`src/rtl/tas_ctrl_pkg.sv`:
```
// Shared types and constants for the TAS replay latch/frame scheduler.
package tas_ctrl_pkg;

  typedef enum logic [1:0] {
    IDLE  = 2'd0,
    LOAD  = 2'd1,
    SHIFT = 2'd2
  } sched_state_t;

  localparam int unsigned SYNC_STAGES       = 2;
  localparam int unsigned LOAD_PULSE_CYCLES = 2;
  localparam int unsigned COUNT_W           = 16;

  // Saturating increment for the event counters.
  function automatic logic [COUNT_W-1:0] sat_inc(input logic [COUNT_W-1:0] v);
    sat_inc = (v == {COUNT_W{1'b1}}) ? v : v + COUNT_W'(1);
  endfunction

endpackage

```
`src/rtl/frame_fifo.sv`:
```
// Power-of-two frame FIFO: registered pointers and level, head visible combinationally.
module frame_fifo #(
  parameter int unsigned WIDTH = 16,
  parameter int unsigned DEPTH = 8
) (
  input  logic                       clk,
  input  logic                       rst_n,
  input  logic                       push_i,
  input  logic [WIDTH-1:0]           data_i,
  input  logic                       pop_i,
  output logic [WIDTH-1:0]           head_o,
  output logic                       full_o,
  output logic                       empty_o,
  output logic [$clog2(DEPTH):0]     level_o
);

  localparam int unsigned AW = $clog2(DEPTH);
  localparam int unsigned LW = AW + 1;

  logic [WIDTH-1:0] mem_q [DEPTH];
  logic [AW-1:0]    wr_ptr_q, wr_ptr_d;
  logic [AW-1:0]    rd_ptr_q, rd_ptr_d;
  logic [LW-1:0]    level_q, level_d;
  logic             push_ok_c;
  logic             pop_ok_c;

  assign full_o    = (level_q == LW'(DEPTH));
  assign empty_o   = (level_q == '0);
  assign push_ok_c = push_i && !full_o;
  assign pop_ok_c  = pop_i && !empty_o;
  assign head_o    = mem_q[rd_ptr_q];
  assign level_o   = level_q;

  always_comb begin
    wr_ptr_d = wr_ptr_q;
    rd_ptr_d = rd_ptr_q;
    level_d  = level_q;
    if (push_ok_c) wr_ptr_d = wr_ptr_q + AW'(1);
    if (pop_ok_c)  rd_ptr_d = rd_ptr_q + AW'(1);
    if (push_ok_c && !pop_ok_c)      level_d = level_q + LW'(1);
    else if (pop_ok_c && !push_ok_c) level_d = level_q - LW'(1);
  end

  always_ff @(posedge clk or negedge rst_n) begin
    if (!rst_n) begin
      wr_ptr_q <= '0;
      rd_ptr_q <= '0;
      level_q  <= '0;
    end else begin
      wr_ptr_q <= wr_ptr_d;
      rd_ptr_q <= rd_ptr_d;
      level_q  <= level_d;
    end
  end

  // Storage needs no reset; pointer reset discards the contents.
  always_ff @(posedge clk) begin
    if (push_ok_c) mem_q[wr_ptr_q] <= data_i;
  end

endmodule

```
`src/rtl/latch_frame_scheduler.sv`:
```
// Console latch/clock synchronizer and frame sequencer feeding one shift register
// during TAS replay, with multi-latch windowing and overread/underrun accounting.
module latch_frame_scheduler
  import tas_ctrl_pkg::*;
#(
  parameter int unsigned WIDTH         = 16,
  parameter int unsigned DEPTH         = 8,
  parameter int unsigned WINDOW_CYCLES = 2000
) (
  input  logic                       clk,
  input  logic                       rst_n,
  input  logic                       enable,
  input  logic [WIDTH-1:0]           frame_in,
  input  logic                       frame_valid,
  output logic                       frame_ready,
  input  logic                       console_latch,
  input  logic                       console_clk,
  output logic [WIDTH-1:0]           frame_out,
  output logic                       load_out,
  output logic [$clog2(DEPTH):0]     fifo_level,
  output logic [6:0]                 bit_count,
  output logic [COUNT_W-1:0]         overread_count,
  output logic [COUNT_W-1:0]         underrun_count
);

  localparam int unsigned WIN_W  = (WINDOW_CYCLES > 0) ? $clog2(WINDOW_CYCLES + 1) : 1;
  localparam int unsigned BITC_W = 7;
  localparam int unsigned PCNT_W = (LOAD_PULSE_CYCLES > 1) ? $clog2(LOAD_PULSE_CYCLES) : 1;

  logic [SYNC_STAGES-1:0] latch_sync_q;
  logic [SYNC_STAGES-1:0] cclk_sync_q;
  logic                   latch_prev_q;
  logic                   cclk_prev_q;
  logic                   latch_rise_c;
  logic                   clk_edge_c;

  sched_state_t           state_q, state_d;
  logic [PCNT_W-1:0]      pulse_cnt_q, pulse_cnt_d;
  logic                   load_q, load_d;
  logic                   count_clk_c;

  logic [WIN_W-1:0]       win_q;
  logic [WIDTH-1:0]       frame_q;
  logic [BITC_W-1:0]      bit_cnt_q;
  logic [COUNT_W-1:0]     overread_q;
  logic [COUNT_W-1:0]     underrun_q;

  logic                   consume_c;
  logic                   pop_c;
  logic                   fifo_full;
  logic                   fifo_empty;
  logic [WIDTH-1:0]       fifo_head;

  frame_fifo #(
    .WIDTH (WIDTH),
    .DEPTH (DEPTH)
  ) u_fifo (
    .clk     (clk),
    .rst_n   (rst_n),
    .push_i  (frame_valid),
    .data_i  (frame_in),
    .pop_i   (pop_c),
    .head_o  (fifo_head),
    .full_o  (fifo_full),
    .empty_o (fifo_empty),
    .level_o (fifo_level)
  );

  // Two-flop synchronizers plus a third flop for rising-edge detection.
  always_ff @(posedge clk or negedge rst_n) begin
    if (!rst_n) begin
      latch_sync_q <= '0;
      cclk_sync_q  <= '0;
      latch_prev_q <= 1'b0;
      cclk_prev_q  <= 1'b0;
    end else begin
      latch_sync_q <= {latch_sync_q[SYNC_STAGES-2:0], console_latch};
      cclk_sync_q  <= {cclk_sync_q[SYNC_STAGES-2:0], console_clk};
      latch_prev_q <= latch_sync_q[SYNC_STAGES-1];
      cclk_prev_q  <= cclk_sync_q[SYNC_STAGES-1];
    end
  end

  assign latch_rise_c = latch_sync_q[SYNC_STAGES-1] && !latch_prev_q;
  assign clk_edge_c   = cclk_sync_q[SYNC_STAGES-1] && !cclk_prev_q && !latch_rise_c;

  // A push landing in the same cycle is not yet visible to this pop.
  assign consume_c = latch_rise_c && enable && (win_q == '0);
  assign pop_c     = consume_c && !fifo_empty;

  always_ff @(posedge clk or negedge rst_n) begin
    if (!rst_n) begin
      state_q     <= IDLE;
      pulse_cnt_q <= '0;
    end else begin
      state_q     <= state_d;
      pulse_cnt_q <= pulse_cnt_d;
    end
  end

  always_comb begin
    state_d     = state_q;
    pulse_cnt_d = pulse_cnt_q;
    if (latch_rise_c) begin
      state_d     = LOAD;
      pulse_cnt_d = '0;
    end else begin
      case (state_q)
        LOAD: begin
          if (pulse_cnt_q == PCNT_W'(LOAD_PULSE_CYCLES - 1)) state_d = SHIFT;
          else pulse_cnt_d = pulse_cnt_q + PCNT_W'(1);
        end
        SHIFT:   state_d = SHIFT;
        IDLE:    state_d = IDLE;
        default: state_d = IDLE;
      endcase
    end
  end

  always_comb begin
    load_d      = (state_d == LOAD);
    count_clk_c = (state_q == SHIFT) && clk_edge_c;
  end

  always_ff @(posedge clk or negedge rst_n) begin
    if (!rst_n) begin
      load_q     <= 1'b0;
      frame_q    <= '1;
      win_q      <= '0;
      bit_cnt_q  <= '0;
      overread_q <= '0;
      underrun_q <= '0;
    end else begin
      load_q <= load_d;

      if (!enable)    frame_q <= '1;
      else if (pop_c) frame_q <= fifo_head;

      if (!enable)            win_q <= '0;
      else if (consume_c)     win_q <= WIN_W'(WINDOW_CYCLES);
      else if (win_q != '0)   win_q <= win_q - WIN_W'(1);

      if (latch_rise_c)
        bit_cnt_q <= '0;
      else if (count_clk_c && bit_cnt_q != {BITC_W{1'b1}})
        bit_cnt_q <= bit_cnt_q + BITC_W'(1);

      if (count_clk_c && (32'(bit_cnt_q) >= 32'(WIDTH)))
        overread_q <= sat_inc(overread_q);

      if (consume_c && fifo_empty)
        underrun_q <= sat_inc(underrun_q);
    end
  end

  assign frame_ready    = !fifo_full;
  assign frame_out      = frame_q;
  assign load_out       = load_q;
  assign bit_count      = bit_cnt_q;
  assign overread_count = overread_q;
  assign underrun_count = underrun_q;

endmodule

```
`config.mk`:
```
export PLATFORM = sky130hd
export DESIGN_NAME = latch_frame_scheduler
export DESIGN_NICKNAME = d
export VERILOG_FILES = /design/src/rtl/tas_ctrl_pkg.sv /design/src/rtl/frame_fifo.sv /design/src/rtl/latch_frame_scheduler.sv
export SDC_FILE = /design/constraint.sdc
export NUM_CORES = 1
export LEC_CHECK = 0
export BUFFER_PORTS_ARGS = -buffer_cell sky130_fd_sc_hd__buf_2
export CORE_MARGIN = 4
export CORE_UTILIZATION = 55
export CTS_CLUSTER_DIAMETER = 60
export DETAILED_ROUTE_END_ITERATION = 16
export PLACE_DENSITY = 0.75
export SKIP_LAST_GASP = 1
export SYNTH_ARGS = -nofsm -noshare
export SYNTH_HDL_FRONTEND = slang
export SYNTH_SLANG_ARGS = --single-unit
```
`constraint.sdc`:
```
create_clock -name clk -period 4.9 [get_ports clk]
set_clock_uncertainty 0.05 [all_clocks]
set_input_delay 0.245 -clock clk [delete_from_list [all_inputs] [get_ports clk]]
set_output_delay 0.245 -clock clk [all_outputs]
set_load 0.1 [all_outputs]
```
---- Yosys cells after proc, flatten, opt, wreduce, memory -nomap -nowiden ----
Memory sizes are Yosys's and may differ from the RTL's.
Index checks and enable logic that the tools add are counted.
storage, ports and cells
  memory bits (writable) .................. 128
  register bits after elaboration ......... 86
  memory bits (read-only) ................. 0
  bits of input ports ..................... 22
  latch bits .............................. 0
  memories kept ........................... 1
  word-level logic and storage cells ...... 83
memories
  name          depth  width  read ports  clocked after memory_dff  write ports  line              RTL
  u_fifo.mem_q  8      16     1           0                         1            frame_fifo.sv:20  logic [WIDTH-1:0] mem_q [DEPTH];
cells by class
  add/subtract/negate cells ............... 9
  bitwise gates (word level) .............. 2
  muxes and demuxes ....................... 17
  divide/modulo/power cells ............... 0
  reductions and logical operators ........ 29
  shift operators ......................... 0
  $lt $le $gt $ge ......................... 1
  multiply operators ...................... 0
  eq/ne operators ......................... 9
operator list
  cell                     count
  $mux W11                 3
  $add A16 B1 Y16 const B  2
  $eq A16 B16 Y1 const B   2
  $mux W16                 2
  $logic_and A1 B1 Y1      14
  $mux W7                  2
  $logic_not A11 Y1        1
  $reduce_bool A11 Y1      1
  $sub A11 B1 Y11 const B  1
  $mux W4                  2
  $add A7 B1 Y7 const B    1
  $ge A7 B5 Y1 const B     1
  $logic_not A1 Y1         7
  $ne A7 B7 Y1 const B     1
  $add A3 B1 Y3 const B    2
  $reduce_bool A2 Y1       3
  $mux W1                  5
  $add A4 B1 Y4 const B    1
  $eq A2 B1 Y1 const B     2
  $eq A4 B4 Y1 const B     1
  $logic_not A4 Y1         1
  $mux W2                  2
  $pmux W2 S2              1
  $reduce_and A2 Y1        2
  other kinds (6)          7

---- Logic depth before layout (Yosys ltp) ----
  depth after elaboration ................. 9
  gate-level depth with buffers ........... 14
  depth with buffers taken out ............ 13

---- By module ----
From an unflattened synthesis, not the netlist that was laid out.
unflattened totals
  cells, all modules ...................... 594
  area, all modules ....................... 9145.0 µm²
by module, submodules not included
  module                 seq. area each (µm²)  area each (µm²)  times used  cells an instance
  frame_fifo             4093.9                5564.1           1           250
  latch_frame_scheduler  1921.8                3580.9           1           344

---- Worst setup path before layout ----
OpenSTA, ideal clock, no wires.
  kind .................................... reg-to-reg
  start ................................... register u_fifo.level_q[0] (netlist: u_fifo.level_o[0])
  end ..................................... memory u_fifo.mem_q[0][0] (enable)
  slack ................................... 0.867 ns
  cell stages (with the launch flop) ...... 7
  clock period less this slack ............ 4.033 ns
  buffers on the path ..................... 1
  arrival time ............................ 3.574 ns
  setup time .............................. 0.409 ns
  path through ............................ dfrtp_1 -> nor3_1 -> nand2_1 -> and2_1 -> clkbuf_1 -> nand2b_1 -> nor3_1
between the ends
  cells in the longest elaborated chain, start to end .. 5
ends and longest elaborated chain
  what                           line                         RTL
  from (decl)                    frame_fifo.sv:23             logic [LW-1:0] level_q, level_d;
  from (signal assigned)         frame_fifo.sv:52             level_q <= level_d;
  $eq A4 B4 Y1                   frame_fifo.sv:27             assign full_o = (level_q == LW'(DEPTH));
  $logic_not A1 Y1               --
  net frame_ready                latch_frame_scheduler.sv:15  output logic frame_ready,
  $logic_and A1 B1 Y1            frame_fifo.sv:29             assign push_ok_c = push_i && !full_o;
  net u_fifo.push_ok_c           frame_fifo.sv:24             logic push_ok_c;
  $mux W1                        frame_fifo.sv:58             if (push_ok_c) mem_q[wr_ptr_q] <= data_i;
  $mux W1 (implied by the code)  frame_fifo.sv:58
  to (decl)                      frame_fifo.sv:20
The timed path passes the listed nets, and every way through them passes these cells.

---- Final worst setup path ----
  start ................................... register win_q[2]
  end ..................................... register u_fifo.level_q[3] (netlist: u_fifo.level_o[3])
between the ends
  cells in the longest elaborated chain, start to end .. 7
  elaborated cells between the ends (all ways) .. 9
  classes of those cells .................. mux (1); reduce/logical (8)
ends and longest elaborated chain
  what                                           line                          RTL
  from (decl)                                    latch_frame_scheduler.sv:42   logic [WIN_W-1:0] win_q;
  from (signal assigned)                         latch_frame_scheduler.sv:140  else if (consume_c) win_q <= WIN_W'(WINDOW_CYCLES);
  from (signal assigned)                         latch_frame_scheduler.sv:141  else if (win_q != '0) win_q <= win_q - WIN_W'(1);
  $logic_not A11 Y1 (*)                          latch_frame_scheduler.sv:88   assign consume_c = latch_rise_c && enable && (win_q == '0);
  $logic_and A1 B1 Y1 (*)                        latch_frame_scheduler.sv:88
  $logic_and A1 B1 Y1 (*)                        latch_frame_scheduler.sv:89   assign pop_c = consume_c && !fifo_empty;
  $logic_and A1 B1 Y1 (*)                        frame_fifo.sv:30              assign pop_ok_c = pop_i && !empty_o;
  $logic_not A1 Y1                               frame_fifo.sv:40              if (push_ok_c && !pop_ok_c) level_d = level_q + LW'(1);
  $logic_and A1 B1 Y1                            frame_fifo.sv:40
  $mux W4 or $reduce_bool A2 Y1 (tied branches)  --
Every way passes the cells marked *; elsewhere a longest branch is shown, timed or not.
A chain may end at the register's enable or synchronous reset.

==> flow_summary.ini <==
[outcome]
status = completed

[die]
die_height_um = 135
start_util_pct = 57.1
fp-row-count = 45
die_w_um = 135
io_pins = 83
design.core.area_sq_um = 15400
die_area_sq_um = 18100

[global_route]
grt_pass1_vias = 5348
grt_overflow_total = 0
grt_pass1_wl_mm = 28.4
grt_use_total_pct = 19.8
grt_max_degree = 87
antenna_found_initial = 0

[drt]
wl_per_cell_um = 19.1
drtIter0Drc = 365
drt_wl_total_mm = 17.1
drtAntennaViolNets = 0
via_count = 5070
drc = 0
viasPerCell = 5.66
drt-pass1-iter-count = 6

[clocking]
ctsRootBufferMaster = clkbuf_16
clk_pin_slew_worst_paths_ns = 0.06
cts-resized-gates = 0
clock_path_buffers = 3
cts_buffers = 22
clkLatencyLatePin_ns = 0.51
tritoncts = yes
htree_levels = 1
cts.sinks = 214

[synth]
synth_area_leaders = edfxtp_1 44%, dfrtp_1 20%, mux4_2 8.2%, dfstp_2 4.8%, mux2i_1 2.4%
synthesis.area_sq_um = 8800
ys_types = 50
synth_top_area_share_pct = 43.7
synth_top_flop_cell = edfxtp_1
avgSynthCellArea_sq_um = 15.7
synth_edf_count = 128
yosys_warnings = 0
yosysSeqAreaShare_pct = 68.3
synth_nets = 596
async_flop_share_pct = 40.2
yosys.area.top_type = edfxtp_1
syn_inst = 560
synth-seq-cells = 214

[power_and_ir_drop]
p_per_area_nw_per_um2 = 508
leakage_nw = 3.96
power_mw = 5.24
max-vdd-ir-drop_v = 0.000366

[layout]
diodes = 0
multi_input_area_sq_um = 2700
drive_above_1_share_pct = 27.3
regArea_sq_um = 6020
mostFrequentLayoutCell = edfxtp_1
num-nets-final = 705
final_cell_mix = 128 x edfxtp_1, 81 x buf_2, 68 x dfrtp_1
fillers = 1086
area_delta_synth_final_pct = 17.3

[sta]
hold_viol = 0
finalSetupTns_ns = 0
fmax_ghz = 0.316
finalCriticalPeriod_ns = 3.16
holdWs_ns = 0.178
rsz0062_at_grt = false
maxSlewViolCount = 0
final-setup-viol-count = 0
tightest_slew_ns = 1.16
slew_headroom_pct = 22.9
period_share_pct = 64.5

[worst_setup_path]
required_ns = 5.22
cp-start-kind = flop
cp-end-kind = flop
cp_max_fo = 11
crit_arrival_ns = 3.48
critPathKind = flop to flop

[placed_design]
io_buffer_count = 82
dp_hpwl_mm = 10.3
place_congestion = 0.793

[worst_hold_path]
hp-class = primary input to flop

[flow_run]
maxCapViolations = 0
-- power by group --
group	internal (mW)	switching (mW)	leakage, nW	total, mW
Combinational	0.512	0.779	1.36	1.29
Clock	0.896	0.668	0.333	1.56
Sequential	2.18	0.203	2.26	2.39
Total	3.59	1.65	3.96	5.24
-- worst max-delay path, stage by stage, from the launching register on --
cell and delay, ns:
dfrtp_1 0.44, nor4_4 0.48, nand3_2 0.30, or3_1 0.47, ha_1 0.24, inv_1 0.12
ha_1 0.24, a21o_1 0.17, a21oi_1 0.17, xnor2_1 0.14, nor2_1 0.07, xor2_1 0.14
-- final timing paths --
| path | startpoint | endpoint | slack [ns] | cells after the start |
|---|---|---|---|---|
| worst max-delay path | win_q[2] | u_fifo.level_o[3] | 1.74 | 11 |
| worst min-delay path | frame_valid | u_fifo.wr_ptr_q[0] | 0.18 | 3 |
| worst max register to register | win_q[2] | u_fifo.level_o[3] | 1.74 | 11 |
| worst min register to register | latch_sync_q[0] | latch_sync_q[1] | 0.30 | 0 |
| max in group asynchronous | rst_n | u_fifo.rd_ptr_q[1] | 3.52 | 2 |
| min in group asynchronous | rst_n | underrun_count[5] | 0.46 | 2 |
-- layout make-up --
class                           instances  share of cell area (%)
Clock inverter                         12                   0.872
Clock buffer                           28                    5.65
Timing Repair Buffer                  105                    6.15
Tap cell                              211                    2.56
Sequential cell                       214                    58.3
Inverter                                9                   0.327
Multi-Input combinational cell        317                    26.2
-- sequential cells by signal (all words and copies together) (netlist names) --
name / flops
bit_count: 7
win_q: 11
u_fifo.mem_q: 128
u_fifo.rd_ptr_q: 3
u_fifo.wr_ptr_q: 3
pulse_cnt_q: 1
u_fifo.level_o: 4
latch_sync_q: 2
overread_count: 16
latch_prev_q: 1
state_q: 2
load_out: 1
cclk_prev_q: 1
cclk_sync_q: 2
underrun_count: 16
frame_out: 16
-- cell usage after synthesis (3+ instances only) --
library cell and count:
inv_1 9, xnor2_1 24, nor4_4 3, dfstp_2 16
nand2b_1 5, nor3_1 8, clkbuf_1 13, nand2_1 30
edfxtp_1 128, a31oi_1 4, mux2i_1 21, o21ai_0 7
buf_2 4, nor4_1 5, nor2b_1 4, mux4_2 32
xor2_1 17, ha_1 13, nand4_1 18, and3_1 8
a21oi_1 23, nor2_1 40, mux2_2 5, dfrtp_1 70
or3_1 3, nand3_1 18, and2_1 5
-- per-stage QoR --
step | cells | area [sq um] | utilization, % | setup slack, ns
2_1_floorplan | 560 | 8800 | - | 0.867
3_3_place_gp | 836 | 9450 | 61.3 | 1.93
3_5_place_dp | 836 | 9450 | 61.3 | 1.79
4_1_cts | 896 | 10300 | 66.9 | 1.75
5_1_grt | 896 | 10300 | 66.9 | 1.52
6_report | 896 | 10300 | 66.9 | 1.74
-- repair_timing --
action / 4_1_cts / 5_1_grt
buffers inserted: 0 / 0
hold endpoints to repair: 201 / 0
hold buffers: 20 / 0
-- metal layers --
| layer | routed length (um) | track usage, % | share of wire [%] |
|---|---|---|---|
| met5 | 0 | 0 | 0 |
| met4 | 379 | 5.03 | 2.2 |
| met3 | 913 | 3.61 | 5.3 |
| met2 | 8890 | 35.0 | 52 |
| met1 | 6970 | 25.6 | 41 |
-- cell families after synthesis --
group,Yosys count,share of synthesized area (%)
DFF,214,68.3
and+or+nand+nor,160,9.95
muxes,58,11.2
AOI/OAI and AO/OA,44,2.96
xor gates and xnor gates,41,4.08
buffers and inverters,29,1.38
adders and majority gates,14,2.08
No activity file was read; power rests on OpenSTA's default activity.
